$ cat src/rtl/gf_tree_adder_pipe_pkg.sv
// Shared GF(2^m) helpers and elaboration-time sizing for the pipelined tree adder.
package gf_tree_adder_pipe_pkg;

    localparam int SYM_W    = 8;
    localparam int GF_MAX_W = 64;

    function automatic logic [GF_MAX_W-1:0] gf_add(input logic [GF_MAX_W-1:0] a,
                                                    input logic [GF_MAX_W-1:0] b);
        return a ^ b;
    endfunction

    function automatic int tree_levels(input int num_inputs);
        return (num_inputs <= 1) ? 0 : $clog2(num_inputs);
    endfunction

    function automatic int tree_stages(input int levels, input int per_stage);
        return (levels + per_stage - 1) / per_stage;
    endfunction

    // The last stage may hold fewer than per_stage levels.
    function automatic int stage_depth(input int levels, input int per_stage, input int stage);
        int remaining;
        remaining = levels - stage * per_stage;
        return (remaining < per_stage) ? remaining : per_stage;
    endfunction

endpackage

$ cat src/rtl/gf_tree_adder_pipe_if.sv
// Beat stream in, frame result out, for the GF tree adder.
interface gf_tree_adder_pipe_if
    import gf_tree_adder_pipe_pkg::*;
#(
    parameter int NUM_INPUTS = 16,
    parameter int DATA_WIDTH = SYM_W,
    parameter int CNT_WIDTH  = 8
);
    logic                             in_valid;
    logic                             in_ready;
    logic                             in_sop;
    logic                             in_eop;
    logic [NUM_INPUTS*DATA_WIDTH-1:0] data_in;
    logic                             out_valid;
    logic                             out_ready;
    logic [DATA_WIDTH-1:0]            data_out;
    logic [CNT_WIDTH-1:0]             out_beats;

    modport master (
        output in_valid, in_sop, in_eop, data_in, out_ready,
        input  in_ready, out_valid, data_out, out_beats
    );

    modport slave (
        input  in_valid, in_sop, in_eop, data_in, out_ready,
        output in_ready, out_valid, data_out, out_beats
    );
endinterface

$ cat src/rtl/gf_xor_tree_stage.sv
// One LEVELS-deep XOR reduction slice followed by its enabled pipeline register.
module gf_xor_tree_stage
    import gf_tree_adder_pipe_pkg::*;
#(
    parameter  int IN_LANES   = 4,
    parameter  int LEVELS     = 2,
    parameter  int DATA_WIDTH = SYM_W,
    localparam int OUT_LANES  = IN_LANES >> LEVELS
) (
    input  logic                            clk,
    input  logic                            rst,
    input  logic                            en,
    input  logic                            in_valid,
    input  logic                            in_sop,
    input  logic                            in_eop,
    input  logic [IN_LANES*DATA_WIDTH-1:0]  in_data,
    output logic                            out_valid,
    output logic                            out_sop,
    output logic                            out_eop,
    output logic [OUT_LANES*DATA_WIDTH-1:0] out_data
);

    logic [DATA_WIDTH-1:0]            work_s [IN_LANES];
    logic [OUT_LANES*DATA_WIDTH-1:0]  reduced_s;
    logic [OUT_LANES*DATA_WIDTH-1:0]  data_r;
    logic                             valid_r;
    logic                             sop_r;
    logic                             eop_r;

    // In-place pairwise reduction: entry j of level k is pair (2j, 2j+1) of level k-1.
    always_comb begin
        reduced_s = '0;
        for (int i = 0; i < IN_LANES; i++) begin
            work_s[i] = in_data[i*DATA_WIDTH +: DATA_WIDTH];
        end
        for (int k = 0; k < LEVELS; k++) begin
            for (int j = 0; j < (IN_LANES >> (k + 1)); j++) begin
                work_s[j] = DATA_WIDTH'(gf_add(GF_MAX_W'(work_s[2*j]), GF_MAX_W'(work_s[2*j+1])));
            end
        end
        for (int j = 0; j < OUT_LANES; j++) begin
            reduced_s[j*DATA_WIDTH +: DATA_WIDTH] = work_s[j];
        end
    end

    // Stage register; the whole pipeline advances together on en.
    always_ff @(posedge clk) begin
        if (rst) begin
            valid_r <= 1'b0;
            sop_r   <= 1'b0;
            eop_r   <= 1'b0;
            data_r  <= '0;
        end else if (en) begin
            valid_r <= in_valid;
            sop_r   <= in_sop;
            eop_r   <= in_eop;
            data_r  <= reduced_s;
        end
    end

    assign out_valid = valid_r;
    assign out_sop   = sop_r;
    assign out_eop   = eop_r;
    assign out_data  = data_r;

endmodule

$ cat src/rtl/gf_tree_adder_pipe.sv
// Pipelined, flow-controlled GF(2^m) reduction tree with per-frame accumulation.
module gf_tree_adder_pipe
    import gf_tree_adder_pipe_pkg::*;
#(
    parameter int NUM_INPUTS   = 16,
    parameter int DATA_WIDTH   = SYM_W,
    parameter int STAGE_LEVELS = 2,
    parameter int CNT_WIDTH    = 8
) (
    input  logic                 clk,
    input  logic                 rst,
    gf_tree_adder_pipe_if.slave  bus
);

    localparam int L      = tree_levels(NUM_INPUTS);
    localparam int P      = tree_stages(L, STAGE_LEVELS);
    localparam int PADDED = 1 << L;

    logic                         adv_s;
    logic [PADDED*DATA_WIDTH-1:0] padded_s;
    logic [DATA_WIDTH-1:0]        tree_sum_s;
    logic                         tree_valid_s;
    logic                         tree_sop_s;
    logic                         tree_eop_s;

    logic [DATA_WIDTH-1:0]        acc_r;
    logic [CNT_WIDTH-1:0]         cnt_r;
    logic                         out_valid_r;
    logic [DATA_WIDTH-1:0]        data_out_r;
    logic [CNT_WIDTH-1:0]         out_beats_r;
    logic [DATA_WIDTH-1:0]        next_acc_s;
    logic [CNT_WIDTH-1:0]         next_cnt_s;

    // Global stall: nothing moves while a result waits on downstream.
    assign adv_s        = ~out_valid_r | bus.out_ready;
    assign bus.in_ready = adv_s;

    // Zero-pad the lanes up to the next power of two.
    always_comb begin
        padded_s = '0;
        padded_s[NUM_INPUTS*DATA_WIDTH-1:0] = bus.data_in;
    end

    generate
        if (P == 0) begin : g_no_tree
            assign tree_sum_s   = padded_s;
            assign tree_valid_s = bus.in_valid;
            assign tree_sop_s   = bus.in_sop;
            assign tree_eop_s   = bus.in_eop;
        end else begin : g_tree
            for (genvar s = 0; s < P; s++) begin : g_stage
                localparam int IN_LANES  = PADDED >> (s * STAGE_LEVELS);
                localparam int LVLS      = stage_depth(L, STAGE_LEVELS, s);
                localparam int OUT_LANES = IN_LANES >> LVLS;

                logic [IN_LANES*DATA_WIDTH-1:0]  in_data_s;
                logic                            in_valid_s;
                logic                            in_sop_s;
                logic                            in_eop_s;
                logic [OUT_LANES*DATA_WIDTH-1:0] out_data_s;
                logic                            out_valid_s;
                logic                            out_sop_s;
                logic                            out_eop_s;

                if (s == 0) begin : g_head
                    assign in_data_s  = padded_s;
                    assign in_valid_s = bus.in_valid;
                    assign in_sop_s   = bus.in_sop;
                    assign in_eop_s   = bus.in_eop;
                end else begin : g_link
                    assign in_data_s  = g_stage[s-1].out_data_s;
                    assign in_valid_s = g_stage[s-1].out_valid_s;
                    assign in_sop_s   = g_stage[s-1].out_sop_s;
                    assign in_eop_s   = g_stage[s-1].out_eop_s;
                end

                gf_xor_tree_stage #(
                    .IN_LANES   (IN_LANES),
                    .LEVELS     (LVLS),
                    .DATA_WIDTH (DATA_WIDTH)
                ) u_stage (
                    .clk       (clk),
                    .rst       (rst),
                    .en        (adv_s),
                    .in_valid  (in_valid_s),
                    .in_sop    (in_sop_s),
                    .in_eop    (in_eop_s),
                    .in_data   (in_data_s),
                    .out_valid (out_valid_s),
                    .out_sop   (out_sop_s),
                    .out_eop   (out_eop_s),
                    .out_data  (out_data_s)
                );
            end

            assign tree_sum_s   = g_stage[P-1].out_data_s;
            assign tree_valid_s = g_stage[P-1].out_valid_s;
            assign tree_sop_s   = g_stage[P-1].out_sop_s;
            assign tree_eop_s   = g_stage[P-1].out_eop_s;
        end
    endgenerate

    // sop restarts the frame from zero, discarding any partial sum.
    always_comb begin
        logic [DATA_WIDTH-1:0] base_acc;
        logic [CNT_WIDTH-1:0]  base_cnt;
        if (tree_sop_s) begin
            base_acc = '0;
            base_cnt = '0;
        end else begin
            base_acc = acc_r;
            base_cnt = cnt_r;
        end
        next_acc_s = DATA_WIDTH'(gf_add(GF_MAX_W'(base_acc), GF_MAX_W'(tree_sum_s)));
        if (&base_cnt) begin
            next_cnt_s = base_cnt;
        end else begin
            next_cnt_s = base_cnt + CNT_WIDTH'(1);
        end
    end

    // Accumulator and result register; result stays held while stalled.
    always_ff @(posedge clk) begin
        if (rst) begin
            acc_r       <= '0;
            cnt_r       <= '0;
            out_valid_r <= 1'b0;
            data_out_r  <= '0;
            out_beats_r <= '0;
        end else if (adv_s) begin
            if (tree_valid_s && tree_eop_s) begin
                out_valid_r <= 1'b1;
                data_out_r  <= next_acc_s;
                out_beats_r <= next_cnt_s;
                acc_r       <= '0;
                cnt_r       <= '0;
            end else begin
                out_valid_r <= 1'b0;
                if (tree_valid_s) begin
                    acc_r <= next_acc_s;
                    cnt_r <= next_cnt_s;
                end else begin
                    acc_r <= acc_r;
                    cnt_r <= cnt_r;
                end
            end
        end
    end

    assign bus.out_valid = out_valid_r;
    assign bus.data_out  = data_out_r;
    assign bus.out_beats = out_beats_r;

endmodule

$ cat src/flat_wrapper.sv
// flat-port wrapper written by rule: the top's interface ports become plain ports
module gf_tree_adder_pipe_flat import gf_tree_adder_pipe_pkg::*;
#(
    parameter int NUM_INPUTS   = 16,
    parameter int DATA_WIDTH   = SYM_W,
    parameter int STAGE_LEVELS = 2,
    parameter int CNT_WIDTH    = 8
)
  (clk, rst, bus_in_valid, bus_in_sop, bus_in_eop, bus_data_in, bus_out_ready, bus_in_ready, bus_out_valid, bus_data_out, bus_out_beats);
  gf_tree_adder_pipe_if #(.NUM_INPUTS(NUM_INPUTS), .DATA_WIDTH(DATA_WIDTH), .CNT_WIDTH(CNT_WIDTH)) bus_i ();
  input  logic clk;
  input  logic rst;
  input wire logic [$bits(bus_i.in_valid)-1:0] bus_in_valid;
  input wire logic [$bits(bus_i.in_sop)-1:0] bus_in_sop;
  input wire logic [$bits(bus_i.in_eop)-1:0] bus_in_eop;
  input wire logic [$bits(bus_i.data_in)-1:0] bus_data_in;
  input wire logic [$bits(bus_i.out_ready)-1:0] bus_out_ready;
  output wire logic [$bits(bus_i.in_ready)-1:0] bus_in_ready;
  output wire logic [$bits(bus_i.out_valid)-1:0] bus_out_valid;
  output wire logic [$bits(bus_i.data_out)-1:0] bus_data_out;
  output wire logic [$bits(bus_i.out_beats)-1:0] bus_out_beats;
  assign bus_i.in_valid = bus_in_valid;
  assign bus_i.in_sop = bus_in_sop;
  assign bus_i.in_eop = bus_in_eop;
  assign bus_i.data_in = bus_data_in;
  assign bus_i.out_ready = bus_out_ready;
  assign bus_in_ready = bus_i.in_ready;
  assign bus_out_valid = bus_i.out_valid;
  assign bus_data_out = bus_i.data_out;
  assign bus_out_beats = bus_i.out_beats;
  gf_tree_adder_pipe #(.NUM_INPUTS(NUM_INPUTS), .DATA_WIDTH(DATA_WIDTH), .STAGE_LEVELS(STAGE_LEVELS), .CNT_WIDTH(CNT_WIDTH)) u_core (.clk(clk), .rst(rst), .bus(bus_i));
endmodule
$ cat config.mk
export PLATFORM = sky130hd
export DESIGN_NAME = gf_tree_adder_pipe_flat
export DESIGN_NICKNAME = d
export VERILOG_FILES = /design/src/rtl/gf_tree_adder_pipe_pkg.sv /design/src/rtl/gf_tree_adder_pipe_if.sv /design/src/rtl/gf_xor_tree_stage.sv /design/src/rtl/gf_tree_adder_pipe.sv /design/src/flat_wrapper.sv
export SDC_FILE = /design/constraint.sdc
export NUM_CORES = 1
export LEC_CHECK = 0
export ABC_AREA = 0
export CORE_MARGIN = 4
export CORE_UTILIZATION = 41
export DETAILED_ROUTE_END_ITERATION = 10
export GPL_ROUTABILITY_DRIVEN = 1
export PLACE_DENSITY_LB_ADDON = 0.1
export RECOVER_POWER = 100
export SETUP_SLACK_MARGIN = 0.1
export SLEW_MARGIN = 5
export SYNTH_ARGS = -nofsm -noshare
export SYNTH_HDL_FRONTEND = slang
export SYNTH_SLANG_ARGS = --single-unit
$ cat constraint.sdc
create_clock -name clk -period 1.49 [get_ports clk]
set_input_delay 0.149 -clock clk [delete_from_list [all_inputs] [get_ports clk]]
set_output_delay 0.149 -clock clk [all_outputs]
set_load 0.02 [all_outputs]
Word level (Yosys, flattened, before mapping) --
Index checks and enable logic that the tools add are counted.
Operators by class: multiply operators 0, order comparisons 0, multiplexer cells 8, reductions and logical operators 5, shift operators 0, equality and inequality tests 0, $add $sub $neg 1, divide/modulo/power cells 0, bitwise gates (word level) 18
Operator list (count):
- $xor 8x8->8 | 16
- $mux 8 | 7
- $add 8x1->8 const B | 1
- $reduce_and 8->1 | 1
- $reduce_and 2->1 | 2
- $reduce_bool 2->1 | 1
- $logic_and 1x1->1 | 1
- $mux 1 | 1
- $not 1->1 | 1
- $or 1x1->1 | 1
Word-level totals: memory bits (writable) 0, bits in latches 0, logic and storage cells 45, input bits 134, output and inout port bits 18, bits in read-only memories 0, memories kept 0, bits in registers 79

Longest topological paths before layout --
Gate-level depths: netlist (run 1).
depth in word-level cells 5, gate-level depth with buffers 7, gate-level depth less buffers 5

Hierarchy --
A second synthesis (run 1) with hierarchy kept.
Unflattened totals: cell total of the unflattened synthesis 469, area, all modules 4230.3 µm²
By module, submodules not included:
- gf_xor_tree_stage (u_core.g_tree.g_stage[0].u_stage) | sequential area each 700.7 µm², cells an instance 212, area each 1994.4 µm², times used 1
- gf_tree_adder_pipe | sequential area each 660.6 µm², cells an instance 197, area each 1655.3 µm², times used 1
- gf_xor_tree_stage (u_core.g_tree.g_stage[1].u_stage) | sequential area each 220.2 µm², cells an instance 60, area each 580.6 µm², times used 1

Least setup slack after synthesis (run 1) --
OpenSTA, ideal clock, no wires.
path kind register to register, start point reg u_core.out_valid_r, in the netlist u_core.bus.out_valid, end point reg u_core.g_tree.g_stage[0].u_stage.data_r[2], stages on the path, launching flop included 6, period minus slack after synthesis 1.590 ns, setup time 0.149 ns, path slack -0.100 ns, required time 1.341 ns, arrival 1.441 ns, path through dfxtp_1 -> nor2b_1 -> inv_2 -> clkbuf_1 -> buf_1 -> a211oi_1
On the way: longest elaborated chain between the ends 2
RTL lines:
- start, declared | RTL line gf_tree_adder_pipe.sv:28 | logic out_valid_r;
- start signal, assigned | RTL line gf_tree_adder_pipe.sv:127 | out_valid_r <= 1'b0;
- start signal, assigned | RTL line gf_tree_adder_pipe.sv:132 | out_valid_r <= 1'b1;
- start signal, assigned | RTL line gf_tree_adder_pipe.sv:138 | out_valid_r <= 1'b0;
- $not 1->1 | RTL line gf_tree_adder_pipe.sv:35 | assign adv_s = ~out_valid_r | bus.out_ready;
- $or 1x1->1 | RTL line gf_tree_adder_pipe.sv:35
- via bus_in_ready | RTL line flat_wrapper.sv:18 | output wire logic [$bits(bus_i.in_ready)-1:0] bus_in_ready;
- end signal, assigned | RTL line gf_xor_tree_stage.sv:57 | data_r <= reduced_s;
- end, declared | RTL line gf_xor_tree_stage.sv:25 | logic [OUT_LANES*DATA_WIDTH-1:0] data_r;
The timed path passes the listed nets, and every way through them passes these cells. A chain may end at the register's enable or synchronous reset.

Final worst setup path (run 1) --
start point reg u_core.g_tree.g_stage[1].u_stage.valid_r, end point reg u_core.cnt_r[6]
On the way: longest elaborated chain between the ends 3, elaborated cells on any way between the ends 4, those cells by class mux (1); reduce/logical (3)
RTL lines:
- start, declared | RTL line gf_xor_tree_stage.sv:26 | logic valid_r;
- start signal, assigned | RTL line gf_xor_tree_stage.sv:54 | valid_r <= in_valid;
- $logic_and 1x1->1 | RTL line gf_tree_adder_pipe.sv:131 | if (tree_valid_s && tree_eop_s) begin
- $reduce_bool 2->1 (no source line)
- $reduce_and 2->1 (no source line)
- end signal, assigned | RTL line gf_tree_adder_pipe.sv:141 | cnt_r <= next_cnt_s;
- end signal, assigned | RTL line gf_tree_adder_pipe.sv:144 | cnt_r <= cnt_r;
- end, declared | RTL line gf_tree_adder_pipe.sv:27 | logic [CNT_WIDTH-1:0] cnt_r;
Several ways; a longest one is shown, not always the timed one.

==> impl_metrics.env, run 1 <==
export IMPL_htreeDepth=3
export IMPL_netSwitchingPower_mw=1.54
export IMPL_chipWidth_um=110
export IMPL_slew_viol_final=0
export IMPL_top_level_ports=152
export IMPL_leakage_power_total_nw=2.32
export IMPL_timing_critical_path_arrival_ns=1.72
export IMPL_report_final_setup_viol=0
export IMPL_first_global_vias=3703
export IMPL_grt_busiest_layer="met2"
export IMPL_numClockSinks=79
export IMPL_critical_path_top_delay_family="simple AND/OR/NAND/NOR gates"
export IMPL_congestion_overflow_gr=0
export IMPL_critical_path_buffers_and_inverters=1
export IMPL_p_clk_frac=0.343
export IMPL_initial_utilization=0.418
export IMPL_max_vdd_ir_drop_mv=0.457
export IMPL_route_detailed_drc=0
export IMPL_internal_power_mw=4.57
export IMPL_synth_compound_gate_area_share=0.175
export IMPL_max_buffers_root_to_sink=2
export IMPL_outcome="completed"
export IMPL_floorplan_die_area_um2=12200
export IMPL_synth_cell_type_count=38
export IMPL_synthToLayoutAreaGrowth_pct=49.2
export IMPL_fin_tns_setup_ns=0
export IMPL_average_wire_length_per_cell_after_detail_routing_um=13.1
export IMPL_cts_root_buf="clkbuf_8"
export IMPL_synthAdderAreaFrac=0
export IMPL_antenna_left=0
export IMPL_drt_wl_total_um=10400
export IMPL_core_area_um2=10300
export IMPL_post_synthesis_area_per_instance_um2=8.85
export IMPL_critical_path_peak_fanout=4
export IMPL_worstSkewPairLatency_ns=0.35
export IMPL_max_stage_delay_ns=0.55
export IMPL_finalHoldWorstSlack_ns=0.299
export IMPL_critical_path_class="flip-flop to flip-flop"
export IMPL_min_period_over_period=0.957
export IMPL_antenna_found_initial=0
export IMPL_grtUsageTotal=0.164
export IMPL_netlist_area_um2=4300
export IMPL_setup_worst_path_start_class="flip-flop"
export IMPL_final_seq_area_um2=1590
export IMPL_fill_cells=930
export IMPL_detailroute_via_count=3804
export IMPL_maxCapViolations=0
export IMPL_non_filler_instance_count_after_layout=789
export IMPL_grt_setup_unrepaired="true"
export IMPL_synth_flop_cell="dfxtp_1"
export IMPL_power_per_cell_area_nw_per_um2=952
export IMPL_fin_nets=782
export IMPL_tritoncts_buffers=9
export IMPL_fin_crit_ns=1.43
export IMPL_core_rowCount=37
export IMPL_yosys_warnings=0
export IMPL_timing_slew_headroom=0.753
export IMPL_wire_length_of_the_first_global_routing_pass_um=16500
export IMPL_via_per_inst=4.82
export IMPL_detailed_place_hpwl_um=8140
export IMPL_power_frac_seq=0.414
export IMPL_synth_top_family_by_area="XOR/XNOR gates"
export IMPL_maxClockFrequency_mhz=702
export IMPL_worstSetupEndpointType="flip-flop"
export IMPL_worst_clock_skew_ns=0.00870
export IMPL_num_antenna_cells=0
export IMPL_share_comb_of_total_power=0.242
export IMPL_grt_use_met3=0.0477
export IMPL_synth_sequential_area_ratio=0.368
export IMPL_grt_max_degree=80
export IMPL_use_met2=0.297
export IMPL_synth_ff_latch_count=79
export IMPL_cts_hold_buffers=0
export IMPL_place_port_buffers=151
export IMPL_cp_required_ns=1.78
export IMPL_swShare=0.252
export IMPL_synth_net_count=620
export IMPL_cts_tree="done"
export IMPL_final_hold_viol_count=0
export IMPL_gp_congestion=0.843
export IMPL_post_synth_and_or_nand_nor_area_fraction=0.145
export IMPL_holdCritPathClass="primary input to flip-flop"
export IMPL_final_layout_size_suffix_gt1_frac=0.0965
export IMPL_slowest_stage="or4_4"
export IMPL_crit_chain="inv_2 -> or4_4 -> a311oi_2 -> o22a_1"
export IMPL_ys_async_sr_fraction=0
export IMPL_slew_worst_pin_ns=0.368
export IMPL_post_synthesis_share_of_cell_area_spent_on_xor_and_xnor_gates=0.277
export IMPL_drt_initial_drc_count=130
export IMPL_clk_pin_slew_worst_paths_ns=0.08
export IMPL_area_of_the_multi_input_gates_um2=2620
export IMPL_synth_enable_flop_cells=0
export IMPL_power_total_mw=6.11
export IMPL_drt_pass1_iterations=4
export IMPL_post_place_cells=768
export IMPL_post_synthesis_instance_total=486
export IMPL_post_synth_mux_area_share=0.00233
export IMPL_die_ht_um=110
export IMPL_grtUsageMet1=0.181
-- power groups by stage --
stage | logic, mW | clock network, mW | registers [mW]
CTS | 1.50 | 2.13 | 2.53
floorplan | 0.943 | 0 | 2.54
global route | 1.62 | 2.23 | 2.56
detailed placement | 1.50 | 0 | 2.58
finish | 1.48 | 2.10 | 2.53
global placement | 1.47 | 0 | 2.57
-- registers in the layout, indices dropped and copies added (netlist names) --
| signal | flops |
|---|---|
| u_core.bus.out_beats | 8 |
| u_core.g_tree.g_stage.u_stage.out_valid | 2 |
| u_core.acc_r | 8 |
| u_core.bus.out_valid | 1 |
| u_core.cnt_r | 8 |
| u_core.g_tree.g_stage.u_stage.out_sop | 2 |
| u_core.bus.data_out | 8 |
| u_core.g_tree.g_stage.u_stage.out_eop | 2 |
| u_core.g_tree.g_stage.u_stage.out_data | 40 |
-- timing repair --
action / CTS / global route
cloned: 0 / 1
gates resized for setup: 25 / 17
pin swaps: 0 / 1
setup buffers: 2 / 2
setup endpoints to repair: 25 / 30
-- per-layer routing --
| layer | vias up | wire, um |
|---|---|---|
| li1 | 1994 | - |
| met5 | - | 0 |
| met4 | 0 | 129 |
| met3 | 9 | 732 |
| met1 | 1685 | 4230 |
| met2 | 116 | 5270 |
-- placed cells by master (no fill, tap or decap), types with 4 or more instances in the layout --
cell	netlist	final
xnor2_1	136	136
clkdlybuf4s50_1	0	132
dfxtp_1	79	71
nor2_1	67	67
a211oi_1	51	50
nand2_1	25	25
nor2b_1	18	17
dlygate4sd2_1	0	17
buf_4	0	13
a21oi_1	11	10
a32oi_1	9	9
clkbuf_8	0	9
nand3_1	8	8
a2bb2oi_1	7	7
dfxtp_2	0	7
clkbuf_1	20	6
nor3_1	4	4
bufinv_16	0	4
-- worst reg2reg max path, delay by kind of cell (launching register included) --
family,cells,cell delay [ns]
flip-flops,1,0.35
AO/OA/AOI/OAI,2,0.41
buffers and inverters,1,0.06
AND/OR/NAND/NOR,1,0.55
-- path summary, 6_finish.rpt --
| check | from | end | slack (ns) | depth (start not counted) |
|---|---|---|---|---|
| worst max register to register | u_core.g_tree.g_stage[1].u_stage.out_valid | u_core.cnt_r[6] | 0.06 | 4 |
| worst min register to register | u_core.bus.out_beats[6] | u_core.bus.out_beats[6] | 0.46 | 2 |
| worst max-delay path | u_core.g_tree.g_stage[1].u_stage.out_valid | u_core.cnt_r[6] | 0.06 | 4 |
| worst min-delay path | rst | u_core.cnt_r[1] | 0.30 | 3 |
-- cell usage after synthesis (4+ instances only) --
cell type  instances  area [um^2]
nand2_1           25         93.8
nor2b_1           18          113
dfxtp_1           79         1580
buf_2              6         30.0
nor2_1            67          251
clkbuf_1          20         75.1
buf_1              5         18.8
a211oi_1          51          383
nor3_1             4         20.0
o21ai_0            4         20.0
a21oi_1           11         55.1
a32oi_1            9         78.8
xnor2_1          136         1190
a2bb2oi_1          7         61.3
nand3_1            8         40.0
-- cell families after synthesis --
kind of cell,count (synthesis)
compound gates,99
xor+xnor,136
buf+inv,36
flops,79
mux,1
simple gates,135
-- per-stage QoR --
stage / cell area [um^2] / util / setup WS (ns)
finish: 6410 / 0.624 / 0.0647
global route: 6410 / 0.624 / 0.0242
CTS: 6380 / 0.621 / 0.0503
detailed placement: 6100 / 0.593 / -0.186
global placement: 6100 / 0.593 / -0.130
floorplan: 4330 / - / 0.0584
-- cell type report --
cell class | instances | share of cell area
clock buffer | 9 | 0.0193
clock inverter | 7 | 0.0224
inverter | 5 | 0.00332
multi-input combinational | 371 | 0.409
sequential | 79 | 0.248
tap | 136 | 0.0265
timing repair buffer | 182 | 0.271
Power figures use the tool's default switching activity.
==> run 2, diff against run 1 <==
Settings changed: MAX_ROUTING_LAYER from default to met4, SYNTH_HIERARCHICAL from default to 1.
==> run 2 against run 1 <==
Largest cell class unchanged. Hold slack worse by 0.19 ns. Largest power group unchanged. Total power is 4.9% lower. Worst setup slack better by 0.053 ns. Wire length is 3.0% lower. Clock power is 12% lower. Critical path type unchanged. Sequential share of layout area is 0.47 points higher.
==> impl_metrics.env, run 2 <==
export IMPL_antenna_found_initial=0
export IMPL_critical_path_buffers_and_inverters=1
export IMPL_leakage_power_total_nw=2.47
export IMPL_finalHoldWorstSlack_ns=0.113
export IMPL_post_synthesis_area_per_instance_um2=9.02
export IMPL_min_period_over_period=0.921
export IMPL_post_place_cells=753
export IMPL_synthMostInstantiatedCell="xor2_1"
export IMPL_wire_length_of_the_first_global_routing_pass_um=16100
export IMPL_synth_top_family_by_area="XOR/XNOR gates"
export IMPL_ys_async_sr_fraction=0
export IMPL_first_global_vias=3699
export IMPL_timing_critical_path_arrival_ns=1.64
export IMPL_slew_viol_final=0
export IMPL_critical_path_peak_fanout=8
export IMPL_synth_compound_gate_area_share=0.162
export IMPL_congestion_overflow_gr=0
export IMPL_numClockSinks=79
export IMPL_power_per_cell_area_nw_per_um2=922
export IMPL_synth_largest_area_cell="dfxtp_1"
export IMPL_cts_root_buf="clkbuf_8"
export IMPL_post_synth_mux_area_share=0.0142
export IMPL_synth_top_area_frac=0.374
export IMPL_holdCritPathClass="primary input to flip-flop"
export IMPL_grt_max_degree=54
export IMPL_final_cell_mix="clkdlybuf4s50_1 (132), xor2_1 (80), dfxtp_1 (75), nor2_1 (68), xnor2_1 (56)"
export IMPL_stdcell_area_um2=6290
export IMPL_antenna_left=0
export IMPL_htreeDepth=3
export IMPL_place_worst_setup_slack_ns=-0.0979
export IMPL_cts_hold_buffers=0
export IMPL_report_final_setup_viol=0
export IMPL_fin_nets=767
export IMPL_outcome="completed"
export IMPL_setup_worst_path_start_class="flip-flop"
export IMPL_place_port_buffers=151
export IMPL_final_hold_viol_count=0
export IMPL_timing_slew_headroom=0.629
export IMPL_synthAdderAreaFrac=0
export IMPL_top_level_ports=152
export IMPL_fin_crit_ns=1.37
export IMPL_critical_path_top_delay_family="simple AND/OR/NAND/NOR gates"
export IMPL_tritoncts_buffers=9
export IMPL_worst_clock_skew_ns=0.00847
export IMPL_synth_net_count=603
export IMPL_synthToLayoutAreaGrowth_pct=48.8
export IMPL_synth_flop_cell="dfxtp_1"
export IMPL_largest_register_ff_count=40
export IMPL_worstSetupEndpointType="flip-flop"
export IMPL_commonest_cells_post_synth="xor2_1 (80), dfxtp_1 (79), nor2_1 (68)"
export IMPL_synth_sequential_area_ratio=0.374
export IMPL_drt_wl_total_um=10100
export IMPL_chipWidth_um=110
export IMPL_via_per_inst=4.84
export IMPL_maxClockFrequency_mhz=729
export IMPL_core_area_um2=9910
export IMPL_worstSkewPairLatency_ns=0.34
export IMPL_netlist_area_um2=4230
export IMPL_detailed_place_hpwl_um=7960
export IMPL_cp_required_ns=1.75
export IMPL_final_layout_size_suffix_gt1_frac=0.0862
export IMPL_grt_setup_unrepaired="true"
export IMPL_die_ht_um=110
export IMPL_synth_cell_type_count=37
export IMPL_max_vdd_ir_drop_mv=0.612
export IMPL_floorplan_die_area_um2=12000
export IMPL_max_stage_delay_ns=0.40
export IMPL_place_area_um2=6060
export IMPL_initial_utilization=0.427
export IMPL_route_detailed_drc=0
export IMPL_layout_commonest_cell="clkdlybuf4s50_1"
export IMPL_maxCapViolations=0
export IMPL_yosys_warnings=6
export IMPL_netlist_top_cells_area="dfxtp_1 (37%), xor2_1 (17%), xnor2_1 (12%)"
export IMPL_drt_pass1_iterations=4
export IMPL_num_antenna_cells=0
export IMPL_fill_cells=861
export IMPL_detailroute_via_count=3735
export IMPL_post_synth_and_or_nand_nor_area_fraction=0.132
export IMPL_clk_pin_slew_worst_paths_ns=0.08
export IMPL_max_buffers_root_to_sink=2
export IMPL_synth_ff_latch_count=79
export IMPL_slowest_stage="dfxtp_4"
export IMPL_critical_path_class="flip-flop to flip-flop"
export IMPL_synth_enable_flop_cells=0
export IMPL_core_rowCount=36
export IMPL_grtUsageTotal=0.172
export IMPL_crit_chain="nand4_1 -> clkbuf_1 -> nor3_2 -> o311ai_0 -> a21oi_1"
export IMPL_non_filler_instance_count_after_layout=771
export IMPL_setup_slack_ns=0.117
export IMPL_drt_initial_drc_count=125
export IMPL_average_wire_length_per_cell_after_detail_routing_um=13.0
export IMPL_post_synthesis_instance_total=469
export IMPL_slew_worst_pin_ns=0.557
export IMPL_cts_tree="done"
export IMPL_post_synthesis_share_of_cell_area_spent_on_xor_and_xnor_gates=0.282
export IMPL_gp_congestion=0.819
-- run 2: changes by cell type in the layout (fill, tap and decap cells not counted), moves of 5 or more --
| cell | before | now |
|---|---|---|
| nand2_1 | 25 | 11 |
| xnor2_1 | 136 | 56 |
| xor2_1 | 0 | 80 |
| mux2i_1 | 1 | 6 |
| a32o_1 | 0 | 8 |
| a22oi_1 | 1 | 8 |
| a32oi_1 | 9 | 0 |
| dfxtp_2 | 7 | 1 |
| a2bb2oi_1 | 7 | 0 |
-- run 2: what timing repair did --
action,CTS,global route
endpoints found under the setup margin,21,8
pin swaps,1,1
setup buffers,0,2
resized for setup,21,8
-- run 2: cell families (layout without fill, tap and decap cells) --
logic type             Yosys count  count (layout)
XOR/XNOR                       136             136
AND/OR/NAND/NOR                122             122
AO/OA/AOI/OAI                   92              92
flip-flops                      79              79
buffers and inverters           34             203
multiplexers                     6               6
-- run 2: final timing paths --
check	endpoint	slack, ns	depth (start not counted)	start
hold reg to reg	u_core/bus.out_beats[7]	0.45	2	u_core/bus.out_beats[7]
setup reg to reg	u_core/cnt_r[0]	0.12	5	u_core/cnt_r[0]
hold / removal	u_core/cnt_r[5]	0.11	2	rst
setup / recovery	u_core/cnt_r[0]	0.12	5	u_core/cnt_r[0]
-- run 2: power breakdown --
part	switching, mW	internal [mW]	total [mW]
Sequential	0.203	2.33	2.53
Clock	0.762	1.09	1.85
Combinational	0.536	0.892	1.43
Total	1.50	4.31	5.81
-- run 2: final cells by class --
cell class	count	area (um^2)	area share
well taps	133	166	0.0264
repair buffers	181	1740	0.276
inverters	6	22.5	0.00358
multi-input cells	356	2530	0.403
clock inverters	5	77.6	0.0123
clock buffers	11	163	0.0258
flip-flops and latches	79	1590	0.253
-- run 2: metal layers --
metal | wire (um) | part of all wire | GRT usage | vias to the layer above
met5 | 0 | 0 | - | -
li1 | - | - | - | 1946
met2 | 4990 | 0.50 | 0.288 | 126
met4 | 98 | 0.0097 | 0.0632 | 0
met1 | 4350 | 0.43 | 0.204 | 1655
met3 | 618 | 0.061 | 0.0352 | 8
-- run 2: worst reg2reg max path, cell delays in order (launching register included) --
cell and delay (ns):
dfxtp_4 0.40, nand4_1 0.19, clkbuf_1 0.18, nor3_2 0.23, o311ai_0 0.14, a21oi_1 0.17
-- run 2: per-stage QoR --
step                      power [mW]   util  setup TNS, ns
after floorplan                 3.42      -              0
after global placement          3.99  0.611         -0.287
after detailed placement        4.03  0.611          -1.41
after CTS                       5.88  0.634              0
after global routing            6.11  0.635              0
final                           5.81  0.635              0
==> run 3, diff against run 2 <==
Settings changed: MAX_ROUTING_LAYER met4 to default.
==> run 3 against run 2 <==
Worst setup slack lost 0.00064 ns. Flip-flop and latch count unchanged. Maximum frequency hardly changed. Clock power is essentially flat. Sequential power barely moved. Hold slack got worse by 0.0011 ns. Wire length down 0.15%. Global-route usage down 0.54 points. Critical path type unchanged.
==> impl_metrics.env, run 3 (synthesis gave the netlist of run 2 again) <==
export IMPL_setup_worst_path_start_class="flip-flop"
export IMPL_largest_register_ff_count=40
export IMPL_max_buffers_root_to_sink=2
export IMPL_worstSetupEndpointType="flip-flop"
export IMPL_drt_pass1_iterations=4
export IMPL_outcome="completed"
export IMPL_critical_path_class="flip-flop to flip-flop"
export IMPL_cp_required_ns=1.76
export IMPL_place_worst_setup_slack_ns=-0.0979
export IMPL_chipWidth_um=110
export IMPL_layout_commonest_cell="clkdlybuf4s50_1"
export IMPL_stdcell_area_um2=6290
export IMPL_grt_max_degree=54
export IMPL_clk_pin_slew_worst_paths_ns=0.08
export IMPL_htreeDepth=3
export IMPL_gp_congestion=0.807
export IMPL_leakage_power_total_nw=2.47
export IMPL_cts_tree="done"
export IMPL_fill_cells=861
export IMPL_synthToLayoutAreaGrowth_pct=48.8
export IMPL_core_rowCount=36
export IMPL_slew_viol_final=0
export IMPL_average_wire_length_per_cell_after_detail_routing_um=13.0
export IMPL_maxClockFrequency_mhz=728
export IMPL_cts_hold_buffers=0
export IMPL_setup_slack_ns=0.117
export IMPL_floorplan_die_area_um2=12000
export IMPL_initial_utilization=0.427
export IMPL_die_ht_um=110
export IMPL_worst_clock_skew_ns=0.00964
export IMPL_holdCritPathClass="primary input to flip-flop"
export IMPL_final_hold_viol_count=0
export IMPL_detailed_place_hpwl_um=7960
export IMPL_detailroute_via_count=3729
export IMPL_wire_length_of_the_first_global_routing_pass_um=16000
export IMPL_place_port_buffers=151
export IMPL_place_area_um2=6060
export IMPL_final_layout_size_suffix_gt1_frac=0.0862
export IMPL_worstSkewPairLatency_ns=0.34
export IMPL_num_antenna_cells=0
export IMPL_drt_wl_total_um=10000
export IMPL_power_per_cell_area_nw_per_um2=923
export IMPL_first_global_vias=3709
export IMPL_congestion_overflow_gr=0
export IMPL_slew_worst_pin_ns=0.555
export IMPL_critical_path_peak_fanout=8
export IMPL_fin_nets=767
export IMPL_timing_slew_headroom=0.630
export IMPL_route_detailed_drc=0
export IMPL_antenna_found_initial=0
export IMPL_power_total_mw=5.81
export IMPL_drt_initial_drc_count=123
export IMPL_final_cell_mix="clkdlybuf4s50_1 (132), xor2_1 (80), dfxtp_1 (75), nor2_1 (68), xnor2_1 (56)"
export IMPL_maxCapViolations=0
export IMPL_min_period_over_period=0.922
export IMPL_report_final_setup_viol=0
export IMPL_cts_root_buf="clkbuf_8"
export IMPL_core_area_um2=9910
export IMPL_tritoncts_buffers=9
export IMPL_timing_critical_path_arrival_ns=1.64
export IMPL_grt_setup_unrepaired="true"
export IMPL_via_per_inst=4.84
export IMPL_max_vdd_ir_drop_mv=0.610
export IMPL_numClockSinks=79
export IMPL_antenna_left=0
export IMPL_top_level_ports=152
export IMPL_grtUsageTotal=0.167
export IMPL_fin_crit_ns=1.37
run 3: cell counts in the layout (fill, tap and decap cells not counted):
No cell type changed its count.
run 3: layout make-up:
cell class                      instances  area (um^2)  share of cell area
Multi-Input combinational cell        356         2530               0.403
Clock inverter                          5         77.6              0.0123
Sequential cell                        79         1590               0.253
Clock buffer                           11          163              0.0258
Timing Repair Buffer                  181         1740               0.276
Tap cell                              133          166              0.0264
Inverter                                6         22.5             0.00358
run 3: worst max-delay path, stage by stage (launching register included):
cell      delay [ns]
dfxtp_4         0.40
nand4_1         0.19
clkbuf_1        0.18
nor3_2          0.23
o311ai_0        0.14
a21oi_1         0.16
run 3: per-stage QoR:
step,hold slack [ns],utilization,TNS [ns],cells
2_1_floorplan,0.222,-,0,469
3_3_place_gp,0.440,0.611,-0.287,753
3_5_place_dp,0.446,0.611,-1.41,753
4_1_cts,0.0914,0.634,0,769
5_1_grt,0.123,0.635,0,771
6_report,0.112,0.635,0,771
run 3: power breakdown:
| group | leakage [nW] | switching [mW] | internal [mW] |
|---|---|---|---|
| Combinational | 1.69 | 0.534 | 0.892 |
| Sequential | 0.652 | 0.204 | 2.33 |
| Clock | 0.120 | 0.764 | 1.09 |
run 3: worst paths after layout:
check                       endpoint                    start  depth (start not counted)  slack, ns
max                  u_core/cnt_r[0]          u_core/cnt_r[0]                          5       0.12
min                  u_core/cnt_r[5]                      rst                          2       0.11
max reg2reg          u_core/cnt_r[0]          u_core/cnt_r[0]                          5       0.12
min reg2reg  u_core/bus.out_beats[7]  u_core/bus.out_beats[7]                          2       0.45
run 3: routing by layer:
metal  GRT usage  routed length [um]
met2       0.288                4940
met3      0.0458                 754
met5           0                   0
met1       0.196                4250
met4      0.0632                 104
run 3: timing repair:
item	in CTS	in global routing
resized for setup	21	8
pin swaps	1	1
setup buffers	0	2
setup endpoints to repair	21	8
